## config.mk

```make
export PLATFORM = sky130hd
export DESIGN_NAME = flag_branch_ctrl_flat
export DESIGN_NICKNAME = d
export VERILOG_FILES = /design/src/rtl/flag_ctrl_pkg.sv /design/src/rtl/flag_branch_ctrl_if.sv /design/src/rtl/flag_cond_eval.sv /design/src/rtl/flag_branch_ctrl.sv /design/src/flat_wrapper.sv
export SDC_FILE = /design/constraint.sdc
export NUM_CORES = 1
export LEC_CHECK = 0
export CAP_MARGIN = 10
export CORE_AREA = 10 10 47 49
export CTS_CLUSTER_SIZE = 16
export DETAILED_ROUTE_END_ITERATION = 10
export DIE_AREA = 0 0 57 59
export DONT_BUFFER_PORTS = 1
export GPL_ROUTABILITY_DRIVEN = 0
export MAX_ROUTING_LAYER = met4
export RECOVER_POWER = 25
export SLEW_MARGIN = 20
export SYNTH_ARGS = -nofsm -noshare
export SYNTH_HDL_FRONTEND = slang
export SYNTH_SLANG_ARGS = --single-unit
```

## constraint.sdc

```tcl
create_clock -name clk -period 1.75 [get_ports clk]
set_input_delay 0.35 -clock clk [delete_from_list [all_inputs] [get_ports clk]]
set_output_delay 0.35 -clock clk [all_outputs]
set_load 0.01 [all_outputs]
```

## src/rtl/flag_ctrl_pkg.sv

```systemverilog
// Shared opcode classes, condition codes and branch FSM states for the
// Z/V/N flag controller.
package flag_ctrl_pkg;

   localparam logic [3:0] OP_ADD = 4'b0000;
   localparam logic [3:0] OP_SUB = 4'b0001;
   localparam logic [3:0] OP_XOR = 4'b0010;
   localparam logic [3:0] OP_SLL = 4'b0100;
   localparam logic [3:0] OP_SRA = 4'b0101;
   localparam logic [3:0] OP_ROR = 4'b0110;

   localparam logic [2:0] CC_NE     = 3'b000;
   localparam logic [2:0] CC_EQ     = 3'b001;
   localparam logic [2:0] CC_GT     = 3'b010;
   localparam logic [2:0] CC_LT     = 3'b011;
   localparam logic [2:0] CC_GE     = 3'b100;
   localparam logic [2:0] CC_LE     = 3'b101;
   localparam logic [2:0] CC_OV     = 3'b110;
   localparam logic [2:0] CC_UNCOND = 3'b111;

   typedef enum logic [1:0] {IDLE, WAIT, RESOLVE} state_t;

   // Flags written by an opcode, packed as {Z, V, N}.
   function automatic logic [2:0] setter_mask(input logic [3:0] opcode);
      logic [2:0] m;
      case (opcode)
         OP_ADD, OP_SUB:                 m = 3'b111;
         OP_XOR, OP_SLL, OP_SRA, OP_ROR: m = 3'b100;
         default:                        m = 3'b000;
      endcase
      return m;
   endfunction

endpackage

```

## src/rtl/flag_branch_ctrl_if.sv

```systemverilog
// Issue, writeback, flag-register and branch signals of the flag controller.
interface flag_branch_ctrl_if;

   logic       iss_valid;
   logic [3:0] iss_opcode;
   logic       iss_ready;

   logic       wb_valid;
   logic [3:0] wb_opcode;
   logic       alu_Z, alu_V, alu_N;

   logic       Z_en, V_en, N_en;
   logic       Z_in, V_in, N_in;
   logic       Z_out, V_out, N_out;

   logic       br_valid;
   logic [2:0] br_cond;
   logic       br_done;
   logic       br_taken;
   logic       br_stall;

   modport master (
      output iss_valid, iss_opcode, wb_valid, wb_opcode, alu_Z, alu_V, alu_N,
             Z_out, V_out, N_out, br_valid, br_cond,
      input  iss_ready, Z_en, V_en, N_en, Z_in, V_in, N_in,
             br_done, br_taken, br_stall
   );

   modport slave (
      input  iss_valid, iss_opcode, wb_valid, wb_opcode, alu_Z, alu_V, alu_N,
             Z_out, V_out, N_out, br_valid, br_cond,
      output iss_ready, Z_en, V_en, N_en, Z_in, V_in, N_in,
             br_done, br_taken, br_stall
   );

endinterface

```

## src/rtl/flag_cond_eval.sv

```systemverilog
// Branch condition evaluation on the visible Z/V/N flags.
module flag_cond_eval
   import flag_ctrl_pkg::*;
(
   input  logic [2:0] i_cond,
   input  logic       i_z,
   input  logic       i_v,
   input  logic       i_n,
   output logic       o_taken
);

   always_comb begin
      o_taken = 1'b0;
      case (i_cond)
         CC_NE:     o_taken = !i_z;
         CC_EQ:     o_taken = i_z;
         CC_GT:     o_taken = !i_z & !i_n;
         CC_LT:     o_taken = i_n;
         CC_GE:     o_taken = i_z | !i_n;
         CC_LE:     o_taken = i_n | i_z;
         CC_OV:     o_taken = i_v;
         CC_UNCOND: o_taken = 1'b1;
         default:   o_taken = 1'b0;
      endcase
   end

endmodule

```

## src/rtl/flag_branch_ctrl.sv

```systemverilog
// Flag register write control, in-flight flag-producer scoreboard and
// conditional branch resolution with valid/done handshake.
module flag_branch_ctrl
   import flag_ctrl_pkg::*;
#(
   parameter int unsigned CNT_W = 2
) (
   input logic               clk,
   input logic               rst_n,
   flag_branch_ctrl_if.slave bus
);

   logic [2:0]       w_wb_mask;
   logic [2:0]       w_iss_mask;
   logic             w_inc;
   logic             w_dec;
   logic             w_iss_ready;
   logic             w_flags_ready;
   logic             w_taken;
   logic [CNT_W-1:0] r_cnt;
   state_t           r_state;
   logic             r_br_done;
   logic             r_br_taken;

   assign w_wb_mask  = setter_mask(bus.wb_opcode);
   assign w_iss_mask = setter_mask(bus.iss_opcode);

   assign w_dec       = bus.wb_valid & (|w_wb_mask);
   assign w_iss_ready = (r_cnt != '1) | w_dec;
   assign w_inc       = bus.iss_valid & w_iss_ready & (|w_iss_mask);
   // A retire of the last producer this cycle is seen through the flag bypass.
   assign w_flags_ready = (r_cnt == '0) | ((r_cnt == CNT_W'(1)) & w_dec);

   assign bus.iss_ready = w_iss_ready;

   assign {bus.Z_en, bus.V_en, bus.N_en} = {3{rst_n & bus.wb_valid}} & w_wb_mask;
   assign bus.Z_in = bus.alu_Z;
   assign bus.V_in = bus.alu_V;
   assign bus.N_in = bus.alu_N;

   flag_cond_eval u_cond_eval (
      .i_cond  (bus.br_cond),
      .i_z     (bus.Z_out),
      .i_v     (bus.V_out),
      .i_n     (bus.N_out),
      .o_taken (w_taken)
   );

   always_ff @(posedge clk) begin
      if (!rst_n) begin
         r_cnt <= '0;
      end else if (w_inc & !w_dec) begin
         r_cnt <= r_cnt + CNT_W'(1);
      end else if (w_dec & !w_inc & (r_cnt != '0)) begin
         r_cnt <= r_cnt - CNT_W'(1);
      end
   end

   always_ff @(posedge clk) begin
      if (!rst_n) begin
         r_state    <= IDLE;
         r_br_done  <= 1'b0;
         r_br_taken <= 1'b0;
      end else begin
         r_br_done <= 1'b0;
         case (r_state)
            IDLE: begin
               if (bus.br_valid) begin
                  if (w_flags_ready) begin
                     r_state    <= RESOLVE;
                     r_br_done  <= 1'b1;
                     r_br_taken <= w_taken;
                  end else begin
                     r_state <= WAIT;
                  end
               end
            end
            WAIT: begin
               if (w_flags_ready) begin
                  r_state    <= RESOLVE;
                  r_br_done  <= 1'b1;
                  r_br_taken <= w_taken;
               end
            end
            RESOLVE: r_state <= IDLE;
            default: r_state <= IDLE;
         endcase
      end
   end

   assign bus.br_done  = r_br_done;
   assign bus.br_taken = r_br_taken;
   assign bus.br_stall = (r_state == WAIT) |
                         ((r_state == IDLE) & bus.br_valid & !w_flags_ready);

endmodule

```

## src/flat_wrapper.sv

```systemverilog
// flat-port wrapper written by rule: the top's interface ports become plain ports
module flag_branch_ctrl_flat import flag_ctrl_pkg::*;
#(
   parameter int unsigned CNT_W = 2
)
  (clk, rst_n, bus_iss_valid, bus_iss_opcode, bus_wb_valid, bus_wb_opcode, bus_alu_Z, bus_alu_V, bus_alu_N, bus_Z_out, bus_V_out, bus_N_out, bus_br_valid, bus_br_cond, bus_iss_ready, bus_Z_en, bus_V_en, bus_N_en, bus_Z_in, bus_V_in, bus_N_in, bus_br_done, bus_br_taken, bus_br_stall);
  flag_branch_ctrl_if bus_i ();
  input logic clk;
  input logic rst_n;
  input wire logic [$bits(bus_i.iss_valid)-1:0] bus_iss_valid;
  input wire logic [$bits(bus_i.iss_opcode)-1:0] bus_iss_opcode;
  input wire logic [$bits(bus_i.wb_valid)-1:0] bus_wb_valid;
  input wire logic [$bits(bus_i.wb_opcode)-1:0] bus_wb_opcode;
  input wire logic [$bits(bus_i.alu_Z)-1:0] bus_alu_Z;
  input wire logic [$bits(bus_i.alu_V)-1:0] bus_alu_V;
  input wire logic [$bits(bus_i.alu_N)-1:0] bus_alu_N;
  input wire logic [$bits(bus_i.Z_out)-1:0] bus_Z_out;
  input wire logic [$bits(bus_i.V_out)-1:0] bus_V_out;
  input wire logic [$bits(bus_i.N_out)-1:0] bus_N_out;
  input wire logic [$bits(bus_i.br_valid)-1:0] bus_br_valid;
  input wire logic [$bits(bus_i.br_cond)-1:0] bus_br_cond;
  output wire logic [$bits(bus_i.iss_ready)-1:0] bus_iss_ready;
  output wire logic [$bits(bus_i.Z_en)-1:0] bus_Z_en;
  output wire logic [$bits(bus_i.V_en)-1:0] bus_V_en;
  output wire logic [$bits(bus_i.N_en)-1:0] bus_N_en;
  output wire logic [$bits(bus_i.Z_in)-1:0] bus_Z_in;
  output wire logic [$bits(bus_i.V_in)-1:0] bus_V_in;
  output wire logic [$bits(bus_i.N_in)-1:0] bus_N_in;
  output wire logic [$bits(bus_i.br_done)-1:0] bus_br_done;
  output wire logic [$bits(bus_i.br_taken)-1:0] bus_br_taken;
  output wire logic [$bits(bus_i.br_stall)-1:0] bus_br_stall;
  assign bus_i.iss_valid = bus_iss_valid;
  assign bus_i.iss_opcode = bus_iss_opcode;
  assign bus_i.wb_valid = bus_wb_valid;
  assign bus_i.wb_opcode = bus_wb_opcode;
  assign bus_i.alu_Z = bus_alu_Z;
  assign bus_i.alu_V = bus_alu_V;
  assign bus_i.alu_N = bus_alu_N;
  assign bus_i.Z_out = bus_Z_out;
  assign bus_i.V_out = bus_V_out;
  assign bus_i.N_out = bus_N_out;
  assign bus_i.br_valid = bus_br_valid;
  assign bus_i.br_cond = bus_br_cond;
  assign bus_iss_ready = bus_i.iss_ready;
  assign bus_Z_en = bus_i.Z_en;
  assign bus_V_en = bus_i.V_en;
  assign bus_N_en = bus_i.N_en;
  assign bus_Z_in = bus_i.Z_in;
  assign bus_V_in = bus_i.V_in;
  assign bus_N_in = bus_i.N_in;
  assign bus_br_done = bus_i.br_done;
  assign bus_br_taken = bus_i.br_taken;
  assign bus_br_stall = bus_i.br_stall;
  flag_branch_ctrl #(.CNT_W(CNT_W)) u_core (.clk(clk), .rst_n(rst_n), .bus(bus_i));
endmodule
```

==> run_results.csv, run 1 <==
group,metric,value,unit
clock_tree,root_buffer,"clkbuf_4",
detailed_routing,vias,422,
critical_path,crit_required,1.40,ns
global_route,grt_start_max_net_pins,8,
die,dieHeight,59,um
job,maxCapViolCount,0,
global_route,grt_pass1_vias,441,
clock_tree,cts_buffer_depth,2,
detailed_routing,drtIter0Drc,10,
die,die_area,3363,um^2
clock_tree,post_cts_buffers,0,
critical_path,cp-end-kind,"output port",
place,hpwl,991.4,um
place,place.port_buffers,0,
timing,worst_slew_pin_slew,0.2800,ns
pwr,p_leak,0.2019,nW
clock_tree,postCtsHoldBufs,0,
clock_tree,ctsResizeCount,0,
timing,final-hold-violation-count,0,
pwr,powerDensity,717.4,nW/um^2
die,io_pins,32,
timing,final_max_slew_viol_count,0,
synth,synth_cells,56,
clock_tree,htreeDepth,1,
timing,fmax,599.7,MHz
place,dp_slack,0.2772,ns
final_layout,stdcell_area,519.2,um^2
die,core_area,1401,um^2
global_route,grt_usage,0.06506,
clock_tree,path_clk_slew,0.05,ns
synth,avgSynthCellArea,8.490,um^2
clock_tree,clock_latency,0.24,ns
global_route,antenna_found_initial,0,
timing,slew_headroom,0.8104,
detailed_routing,totalWireLength,1169,um
pwr,fin_total_pwr,0.3725,mW
die,row_count,14,
global_route,overflow,0,
synth,syn-num-nets,81,
final_layout,area_growth,9.211,%
detailed_routing,remaining_drc_errors,0,
global_route,grt_pass1_wl,1780,um
timing,finalCriticalPeriod,1.668,ns
clock_tree,tritoncts,"yes",
critical_path,start_kind,"register",
detailed_routing,firstDrtPassIters,4,
critical_path,cp_max_fo,4,
critical_path,crit_chain,"inv_1, ha_1, a31oi_2, nor2_1, nor2_2",
synth,synth_warnings,0,
final_layout,antenna_cells,0,
final_layout,drive_above_1_share,0.2241,
final_layout,final_cell_mix,"dfxtp_1, inv_1",
synth,synth_seq_cells,6,
final_layout,layout_commonest_cell,"dfxtp_1",
pwr,vdd_drop_max,0.0002079,V
timing,fin_ws,0.08237,ns
outcome,status,"completed",
die,start_util,0.3393,
critical_path,critPathMaxStageDelay,0.37,ns
final_layout,nets,85,
die,die_w,57,um
detailed_routing,vias_per_cell,5.703,
timing,clock_skew,0.001770,ns
critical_path,critPathKind,"register to output port",
detailed_routing,antenna_left,0,
detailed_routing,drt-wirelength-per-cell,15.80,um
critical_path,crit_slowest_cell,"dfxtp_1",
synth,syn-cell-area,475.5,um^2
hold_path,min_path_type,"primary input to register",
clock_tree,numCtsBuffers,3,
clock_tree,cts_sinks,6,
critical_path,arrival,1.32,ns
synth,synth_seq_area_share,0.2526,
timing,setup_violations,0,
timing,min_period_over_period,0.9529,
place,dpl_cell_area,488.0,um^2
synth,ys_types,34,
metrics by stage:
stage	util	hold slack (ns)	setup TNS, ns	instances
floorplan	-	0.4779	0	56
global placement	0.3482	0.4849	0	71
detailed placement	0.3482	0.4879	0	71
CTS	0.3643	0.2359	0	74
global route	0.3705	0.2351	-0.007732	74
finish	0.3705	0.2347	0	74
kinds of logic after synthesis:
kind of cell,synth area share
simple gates,0.3079
compound gates,0.2211
buf+inv,0.09473
mux,0.04474
flops,0.2526
fa+ha+maj,0.07896
worst max-delay path, delay by kind of cell, from the launching register on:
family / cells / cell delay, ns
AO/OA/AOI/OAI: 1 / 0.19
adder cells (fa/ha/maj): 1 / 0.22
buffers and inverters: 1 / 0.08
flip-flops: 1 / 0.37
AND/OR/NAND/NOR: 2 / 0.22
synth_stat cells:
library cell	count	area [um^2]
and3_1	2	12.51
nand2_2	1	6.260
nor3b_2	2	25.02
nor4_1	1	6.260
a211o_1	1	8.760
a211oi_1	1	7.510
dfxtp_1	6	120.1
o21bai_1	1	7.510
nand3_1	2	10.01
o2111ai_1	1	8.760
buf_4	4	30.03
mux2_1	1	11.26
and2b_1	1	7.510
nor2_1	3	11.26
mux2i_1	1	10.01
o211ai_1	1	7.510
nor3b_1	1	7.510
and2b_4	1	10.01
nor2b_2	1	8.760
a31oi_1	1	6.260
ha_1	3	37.54
o31a_1	1	8.760
o311ai_1	1	8.760
nand2_1	3	11.26
o21ai_1	1	5.000
o41ai_1	1	8.760
a2111o_1	1	11.26
nand2b_1	1	6.260
and2_1	1	6.260
nand3b_1	1	7.510
nor3_1	2	10.01
a21oi_1	2	10.01
o22ai_1	1	6.260
inv_1	4	15.01
final timing paths:
| kind | startpoint | to | slack (ns) | cells after the start |
|---|---|---|---|---|
| max | u_core.r_cnt[1] | bus_br_stall | 0.08 | 5 |
| min | rst_n | u_core.r_cnt[1] | 0.23 | 1 |
| max reg2reg | u_core.r_cnt[1] | u_core.r_cnt[0] | 0.32 | 5 |
| min reg2reg | u_core.bus.br_taken | u_core.bus.br_taken | 0.56 | 2 |
where the power goes:
part / internal, mW / switching, mW / total (mW) / leakage, nW
combinational: 0.0426 / 0.0465 / 0.0892 / 0.139
clock: 0.0775 / 0.0482 / 0.126 / 0.0138
sequential: 0.149 / 0.00874 / 0.158 / 0.0492
total: 0.269 / 0.103 / 0.373 / 0.202
cell type report:
| class | count | area (um^2) |
|---|---|---|
| Inverter | 4 | 15.01 |
| Timing Repair Buffer | 3 | 22.52 |
| Fill cell | 145 | 882.1 |
| Tap cell | 16 | 20.02 |
| Sequential cell | 6 | 120.1 |
| Clock buffer | 3 | 22.52 |
| Multi-Input combinational cell | 42 | 319.1 |
registers in the layout (all words and copies together), names as in the netlist:
| name | flops |
|---|---|
| u_core.r_state | 2 |
| u_core.bus.br_done | 1 |
| u_core.bus.br_taken | 1 |
| u_core.r_cnt | 2 |
layer usage:
layer,vias up,share of wire,GRT usage
li1,211,-,-
met1,187,0.40,0.06347
met2,24,0.45,0.1008
met3,0,0.15,0.03433
met4,0,0,0.04027
met5,-,0,-
No activity file was read; power rests on OpenSTA's default activity.
==> inputs of run 2 (changes only) <==
--- a/config.mk
+++ b/config.mk
@@ -14,7 +14,6 @@
 export GPL_ROUTABILITY_DRIVEN = 0
 export MAX_ROUTING_LAYER = met4
 export RECOVER_POWER = 25
-export SLEW_MARGIN = 20
 export SYNTH_ARGS = -nofsm -noshare
 export SYNTH_HDL_FRONTEND = slang
 export SYNTH_SLANG_ARGS = --single-unit
==> results of run 2 <==
Same layout as run 1: the final DEF is identical, and so are final timing and power.
